$ cat src/rtl/spi_tick_master_if.sv
// System-side byte interface of spi_tick_master: request/accept handshake plus receive strobe.
// master = command logic driving requests, slave = the SPI engine.
// No storage here; timing is owned by the modules on either side.
interface spi_tick_master_if #(
   parameter int DATA_W = 8
);
   logic [DATA_W-1:0] tx_data;
   logic              tx_valid;
   logic              tx_ready;
   logic [DATA_W-1:0] rx_data;
   logic              rx_valid;
   logic              busy;

   modport master (
      output tx_data, tx_valid,
      input  tx_ready, rx_data, rx_valid, busy
   );

   modport slave (
      input  tx_data, tx_valid,
      output tx_ready, rx_data, rx_valid, busy
   );
endinterface

$ cat src/rtl/spi_tick_master.sv
// Single-frame SPI mode-0 master paced by a synchronised divider tick; optional receive path under SPI_RX_EN.
// Latency: accept to cs_n rise = CS_SETUP + 2*DATA_W + 1 ticks, then one GAP tick before the next accept.
// Backpressure: tx_ready is high only in IDLE; requests while busy are dropped, not queued.
module spi_tick_master #(
   parameter int DATA_W   = 8,
   parameter int CS_SETUP = 1
) (
   input  logic               clk,
   input  logic               rst_n,
   input  logic               clk_div_i,
   spi_tick_master_if.slave   bus,
   output logic               sclk,
   output logic               cs_n,
   output logic               mosi,
   input  logic               miso
);
   localparam int CNT_W = $clog2(2*DATA_W+1);
   localparam int SET_W = $clog2(CS_SETUP+1);

   typedef enum logic [2:0] {IDLE, SETUP, XFER, HOLD, GAP} state_t;

   state_t              state, state_d;
   logic [2:0]          div_sync;
   logic                tick;
   logic                sclk_d, cs_n_d, mosi_d, rx_valid_q, rx_valid_d;
   logic [DATA_W-1:0]   tx_sh, tx_sh_d;
   logic [CNT_W-1:0]    bit_cnt, bit_cnt_d;
   logic [SET_W-1:0]    setup_cnt, setup_cnt_d;
`ifdef SPI_RX_EN
   logic [DATA_W-1:0]   rx_sh, rx_sh_d, rx_data_q, rx_data_d;
`else
   logic                unused_miso;
   assign unused_miso = miso;
`endif

   // Two flops bring the divider level into clk, the third provides the previous value for edge detect.
   always_ff @(posedge clk or negedge rst_n) begin
      if (!rst_n) div_sync <= '0;
      else        div_sync <= {div_sync[1:0], clk_div_i};
   end

   assign tick = div_sync[1] & ~div_sync[2];

   // State and datapath registers; all next values come from the combinational block below.
   always_ff @(posedge clk or negedge rst_n) begin
      if (!rst_n) begin
         state      <= IDLE;
         sclk       <= 1'b0;
         cs_n       <= 1'b1;
         mosi       <= 1'b0;
         tx_sh      <= '0;
         bit_cnt    <= '0;
         setup_cnt  <= '0;
         rx_valid_q <= 1'b0;
`ifdef SPI_RX_EN
         rx_sh      <= '0;
         rx_data_q  <= '0;
`endif
      end else begin
         state      <= state_d;
         sclk       <= sclk_d;
         cs_n       <= cs_n_d;
         mosi       <= mosi_d;
         tx_sh      <= tx_sh_d;
         bit_cnt    <= bit_cnt_d;
         setup_cnt  <= setup_cnt_d;
         rx_valid_q <= rx_valid_d;
`ifdef SPI_RX_EN
         rx_sh      <= rx_sh_d;
         rx_data_q  <= rx_data_d;
`endif
      end
   end

   // Frame sequencing: every SCLK/CS_n change happens on a tick, except the CS_n fall at accept.
   always_comb begin
      state_d     = state;
      sclk_d      = sclk;
      cs_n_d      = cs_n;
      mosi_d      = mosi;
      tx_sh_d     = tx_sh;
      bit_cnt_d   = bit_cnt;
      setup_cnt_d = setup_cnt;
      rx_valid_d  = 1'b0;
`ifdef SPI_RX_EN
      rx_sh_d     = rx_sh;
      rx_data_d   = rx_data_q;
`endif
      case (state)
         IDLE: begin
            // A tick coinciding with accept is deliberately not consumed here.
            if (bus.tx_valid) begin
               tx_sh_d     = bus.tx_data;
               cs_n_d      = 1'b0;
               mosi_d      = bus.tx_data[DATA_W-1];
               setup_cnt_d = SET_W'(CS_SETUP);
               state_d     = SETUP;
            end
         end
         SETUP: begin
            if (tick) begin
               setup_cnt_d = setup_cnt - SET_W'(1);
               if (setup_cnt == SET_W'(1)) begin
                  bit_cnt_d = '0;
                  state_d   = XFER;
               end
            end
         end
         XFER: begin
            if (tick) begin
               sclk_d    = ~sclk;
               bit_cnt_d = bit_cnt + CNT_W'(1);
               if (!sclk) begin
`ifdef SPI_RX_EN
                  rx_sh_d = {rx_sh[DATA_W-2:0], miso};
`endif
               end else begin
                  tx_sh_d = {tx_sh[DATA_W-2:0], 1'b0};
                  mosi_d  = tx_sh[DATA_W-2];
               end
               if (bit_cnt == CNT_W'(2*DATA_W-1)) state_d = HOLD;
            end
         end
         HOLD: begin
            if (tick) begin
               cs_n_d     = 1'b1;
               mosi_d     = 1'b0;
               rx_valid_d = 1'b1;
`ifdef SPI_RX_EN
               rx_data_d  = rx_sh;
`endif
               state_d    = GAP;
            end
         end
         GAP: begin
            if (tick) state_d = IDLE;
         end
         default: state_d = IDLE;
      endcase
   end

   assign bus.tx_ready = (state == IDLE);
   assign bus.busy     = (state != IDLE);
   assign bus.rx_valid = rx_valid_q;
`ifdef SPI_RX_EN
   assign bus.rx_data  = rx_data_q;
`else
   assign bus.rx_data  = '0;
`endif
endmodule

$ cat src/flat_wrapper.sv
// flat-port wrapper written by rule: the top's interface ports become plain ports
module spi_tick_master_flat 
#(
   parameter int DATA_W   = 8,
   parameter int CS_SETUP = 1
)
  (clk, rst_n, clk_div_i, sclk, cs_n, mosi, miso, bus_tx_data, bus_tx_valid, bus_tx_ready, bus_rx_data, bus_rx_valid, bus_busy);
  spi_tick_master_if #(.DATA_W(DATA_W)) bus_i ();
  input  logic clk;
  input  logic rst_n;
  input  logic clk_div_i;
  output logic sclk;
  output logic cs_n;
  output logic mosi;
  input  logic miso;
  input wire logic [$bits(bus_i.tx_data)-1:0] bus_tx_data;
  input wire logic [$bits(bus_i.tx_valid)-1:0] bus_tx_valid;
  output wire logic [$bits(bus_i.tx_ready)-1:0] bus_tx_ready;
  output wire logic [$bits(bus_i.rx_data)-1:0] bus_rx_data;
  output wire logic [$bits(bus_i.rx_valid)-1:0] bus_rx_valid;
  output wire logic [$bits(bus_i.busy)-1:0] bus_busy;
  assign bus_i.tx_data = bus_tx_data;
  assign bus_i.tx_valid = bus_tx_valid;
  assign bus_tx_ready = bus_i.tx_ready;
  assign bus_rx_data = bus_i.rx_data;
  assign bus_rx_valid = bus_i.rx_valid;
  assign bus_busy = bus_i.busy;
  spi_tick_master #(.DATA_W(DATA_W), .CS_SETUP(CS_SETUP)) u_core (.clk(clk), .rst_n(rst_n), .clk_div_i(clk_div_i), .bus(bus_i), .sclk(sclk), .cs_n(cs_n), .mosi(mosi), .miso(miso));
endmodule
$ cat config.mk
export PLATFORM = sky130hd
export DESIGN_NAME = spi_tick_master_flat
export DESIGN_NICKNAME = d
export VERILOG_FILES = /design/src/rtl/spi_tick_master_if.sv /design/src/rtl/spi_tick_master.sv /design/src/flat_wrapper.sv
export SDC_FILE = /design/constraint.sdc
export NUM_CORES = 1
export LEC_CHECK = 0
export CORE_MARGIN = 10
export CORE_UTILIZATION = 38
export CTS_CLUSTER_DIAMETER = 80
export DETAILED_ROUTE_END_ITERATION = 7
export HOLD_SLACK_MARGIN = 0.03
export SLEW_MARGIN = 40
export SYNTH_ARGS = -nofsm -noshare
export SYNTH_HDL_FRONTEND = slang
export SYNTH_SLANG_ARGS = --single-unit
$ cat constraint.sdc
create_clock -name clk -period 2 [get_ports clk]
set_input_delay 0.4 -clock clk [delete_from_list [all_inputs] [get_ports clk]]
set_output_delay 0.4 -clock clk [all_outputs]
set_load 0.01 [all_outputs]
* Word-level counts from Yosys, hierarchy flattened
Index checks and enable logic that the tools add are counted.
Word-level totals: flip-flop bits (word level) 23, bits of input ports 13, word-level logic and storage cells 70
Cells by class: add/subtract/negate cells 2, equal/unequal tests 13, muxes and demuxes 29, bitwise logic cells 3, reduce and logical (&&, ||, !) cells 14
Operator list (number):
- 3-bit 2-to-1 mux | 7
- 7-bit 2-to-1 mux | 3
- 5-bit 2-to-1 mux | 3
- 3-bit one-hot mux with 5 select lines | 1
- 2-bit by 1-bit != test with 1-bit output, second input constant | 7
- 7-bit one-hot mux with 2 select lines | 1
- 1-bit 2-to-1 mux | 10
- 5-bit one-hot mux with 2 select lines | 1
- 4-bit AND reduction | 2
- 2-bit nonzero test | 4
- 7-bit AND reduction | 1
- 3-bit by 2-bit == test with 1-bit output, second input constant | 2
- 3-bit AND reduction | 2
- 3-bit nonzero test | 2
- 5-bit by 1-bit adder with 5-bit output, second input constant | 1
- 5-bit by 4-bit == test with 1-bit output, second input constant | 1
- 5-bit AND reduction | 1
- 1-bit one-hot mux with 2 select lines | 2
- 3-bit by 1-bit == test with 1-bit output, second input constant | 1
- 3-bit == test, second input constant | 1
- 3-bit logical NOT | 1
- 1-bit one-hot mux with 3 select lines | 1
- 2-bit != test, second input constant | 1
- 1-bit inverter | 2
- other kinds (3) | 3

* Longest topological paths before layout
depth after elaboration 4, mapped depth 6, mapped depth without buffers 6

* Worst setup path before layout
OpenSTA, ideal clock, no wires.
path kind flip-flop to output port, start point register u_core.state[1], end point output bus_tx_ready, arrival 1.222 ns, data required time 1.600 ns, setup slack 0.378 ns, cell stages (with the launch flop) 5, path buffers 2, path through dfrtp_1 > buf_6 > clkbuf_1 > or3_1 > inv_1
On the way: cells in the longest elaborated chain, start to end 1
RTL lines:
- from (decl) | RTL line spi_tick_master.sv:22 | state_t state, state_d;
- from (signal assigned) | RTL line spi_tick_master.sv:60 | state <= state_d;
- 3-bit logical NOT | RTL line spi_tick_master.sv:142 | assign bus.tx_ready = (state == IDLE);
- to (decl) | RTL line flat_wrapper.sv:18 | output wire logic [$bits(bus_i.tx_ready)-1:0] bus_tx_ready;
No other way between the ends.

* Worst setup path after layout
start point register u_core.state[2], end point output bus_tx_ready
Same word-level chain as after synthesis.

==> impl_metrics.tcl <==
set metrics [dict create \
    clk_latency_ns 0.31 \
    diodes 0 \
    synthTopCellsByArea "dfrtp_1, mux2i_1, or3b_2, buf_4, a2bb2oi_1" \
    peakVddDrop_mv 0.4664 \
    die_y_um 79.55 \
    drc_errors 0 \
    slew_violations 0 \
    cts_buffers 3 \
    gp_congestion 0.7680 \
    relSlewSlack_pct 54.62 \
    clkSlewWorstSetupHoldPaths_ns 0.13 \
    path_class "register to output port" \
    antenna_found_initial 0 \
    core_area_um2 3390 \
    crit_path_max_fanout 2 \
    status "complete, no violations" \
    io_pins 27 \
    max_stage_delay_ns 0.40 \
    area_growth_pct 18.48 \
    crit_buf_inv 2 \
    dp_hpwl_um 2118 \
    pre_cts_ws_ns 0.08898 \
    via_count 1004 \
    setup_violations 0 \
    min-delay-path-class "register to register" \
    drtPass1Iterations 4 \
    yosysUniqueCellTypes 45 \
    hold_violations 0 \
    fin_nets 167 \
    grt_max_degree 24 \
    critPathLaunchType "register" \
    yosysMostFrequentCell "dfrtp_1" \
    ys_seq_elements 23 \
    vias_per_cell 5.096 \
    first_iter_violations 44 \
    p_per_area_nw_per_um2 1198 \
    synth_top_cell_by_area "dfrtp_1" \
    yosys.area.top_type_share_pct 40.85 \
    nFillCells 327 \
    cp_slowest_cell "dfrtp_1" \
    finalPower_mw 1.913 \
    min_period_ns 1.807 \
    grt_pass1_vias 1012 \
    synthArstFlopShare_pct 100.0 \
    ys_top_cells_by_count "dfrtp_1, mux2i_1, buf_4" \
    clockBufferDepth 2 \
    setup_slack_ns 0.1933 \
    num_rows 21 \
    path_cells "or3_1 -> inv_1 -> dlygate4sd2_1" \
    antenna_left 0 \
    finalCritPeriodShare_pct 90.33 \
    critPathRequiredTime_ns 1.60 \
    clock-root-buffer "clkbuf_4" \
    synth-seq-area-share_pct 42.80 \
    fin_skew_ns 0.007071 \
    leakage_nw 0.6666 \
    crit_arrival_ns 1.41 \
    ys_warn_count 0 \
    port_buffers 17 \
    syn-cell-area_um2 1348 \
    die_area_um2 6328 \
    cts_tree "built" \
    endpoint_kind "output port" \
    grt.total_usage_pct 9.032 \
    syn_inst 129 \
    synth_top_flop_cell "dfrtp_1" \
    rsz0062_at_grt "no" \
    finalNonFillerCells 197 \
    drt_wl_total_um 2753 \
    clock_sinks 23 \
    synth_edf_count 0 \
    clock.fmax_mhz 553.5 \
    grt_pass1_wl_um 4685 \
    routedWlPerCell_um 13.97 \
    htree_levels 1 \
    worst_pin_slew_ns 0.6755 \
    setup_tns_ns 0 \
    crit_family "flip-flops" \
    start_util_pct 39.76 \
    syn_avg_cell_area_um2 10.45 \
    drive_gt1_share_pct 17.88 \
    final_core_utilization_pct 47.10 \
    dp.cells 193 \
    maxCapViolCount 0 \
    overflow 0 \
    fp.dieW_um 79.55 \
]
-- worst paths after layout --
kind / startpoint / to / slack [ns] / depth (start not counted)
setup / recovery: u_core.state[2] / bus_tx_ready / 0.19 / 3
hold / removal: u_core.div_sync[0] / u_core.div_sync[1] / 0.37 / 0
setup reg to reg: u_core.state[2] / u_core.bit_cnt[3] / 0.34 / 4
hold reg to reg: u_core.div_sync[0] / u_core.div_sync[1] / 0.37 / 0
max in group asynchronous: rst_n / u_core.cs_n / 1.30 / 2
min in group asynchronous: rst_n / u_core.bit_cnt[4] / 0.42 / 2
-- layer usage --
metal	vias up	share of wire (%)	global-route usage (%)
met4	0	1.3	3.763
met5	-	0	0
met1	482	45	10.42
met3	4	5.1	2.140
li1	495	-	-
met2	23	48	15.53
-- report_power, final --
part	switching, mW	internal [mW]
sequential	0.122	0.642
combinational	0.458	0.477
clock	0.138	0.0747
total	0.719	1.19
-- final cells by class --
cell class / count / area [um^2] / share of cell area (%)
repair buffers: 26 / 235.2 / 14.73
multi-input cells: 92 / 676.9 / 42.40
flip-flops and latches: 23 / 576.8 / 36.13
clock buffers: 3 / 22.52 / 1.411
inverters: 6 / 22.52 / 1.411
clock inverters: 1 / 5.005 / 0.3135
well taps: 46 / 57.56 / 3.605
-- sequential cells by signal, summed over array words and instances, names as in the netlist --
signal and flops:
u_core.sclk 1, u_core.div_sync 3, u_core.tx_sh 7, u_core.bit_cnt 5
u_core.mosi 1, u_core.state 3, u_core.cs_n 1, u_core.setup_cnt 1
u_core.bus.rx_valid 1
-- layout by cell type, fill, tap and decap left out, types with 2 or more instances in the layout --
cell,Yosys,routed
ha_1,2,2
nor2_1,6,6
nand2_1,4,4
dfrtp_1,22,22
nor4_1,2,2
or3b_2,7,7
clkdlybuf4s50_1,0,15
conb_1,1,8
nor2b_1,3,3
a311o_1,2,2
clkbuf_4,0,3
a2bb2oi_1,6,6
inv_1,6,6
dlygate4sd2_1,0,2
nand3b_1,2,2
nor3_1,4,4
a21oi_1,7,7
buf_4,8,9
nand2b_1,4,4
mux2i_1,10,10
o21a_1,2,2
-- through the flow --
step / area, um^2 / hold WS [ns]
floorplan: 1374 / 0.1044
global placement: 1572 / 0.3391
detailed placement: 1572 / 0.3371
CTS: 1597 / 0.3748
global route: 1597 / 0.3879
finish: 1597 / 0.3716
-- logic make-up after synthesis --
logic type / Yosys count / synth area share (%)
muxes: 11 / 8.264
adders and majority gates: 2 / 1.857
other: 1 / 0.2783
and+or+nand+nor: 43 / 20.61
DFF: 23 / 42.80
buffers and inverters: 21 / 8.913
xor gates and xnor gates: 1 / 0.6501
AOI/OAI and AO/OA: 27 / 16.62
-- worst reg2reg max path: cells and delay by family (launching register included) --
family	cells	cell delay (ns)
buf+inv	1	0.19
flops	1	0.40
simple gates	2	0.65
compound gates	1	0.31
-- repair_timing --
item | 4_1_cts | 5_1_grt
hold buffers | 0 | 0
setup buffers | 0 | 0
gates resized for setup | 2 | 0
endpoints found under the setup margin | 2 | 0
Note: power is estimated with default switching activity, not from simulation.
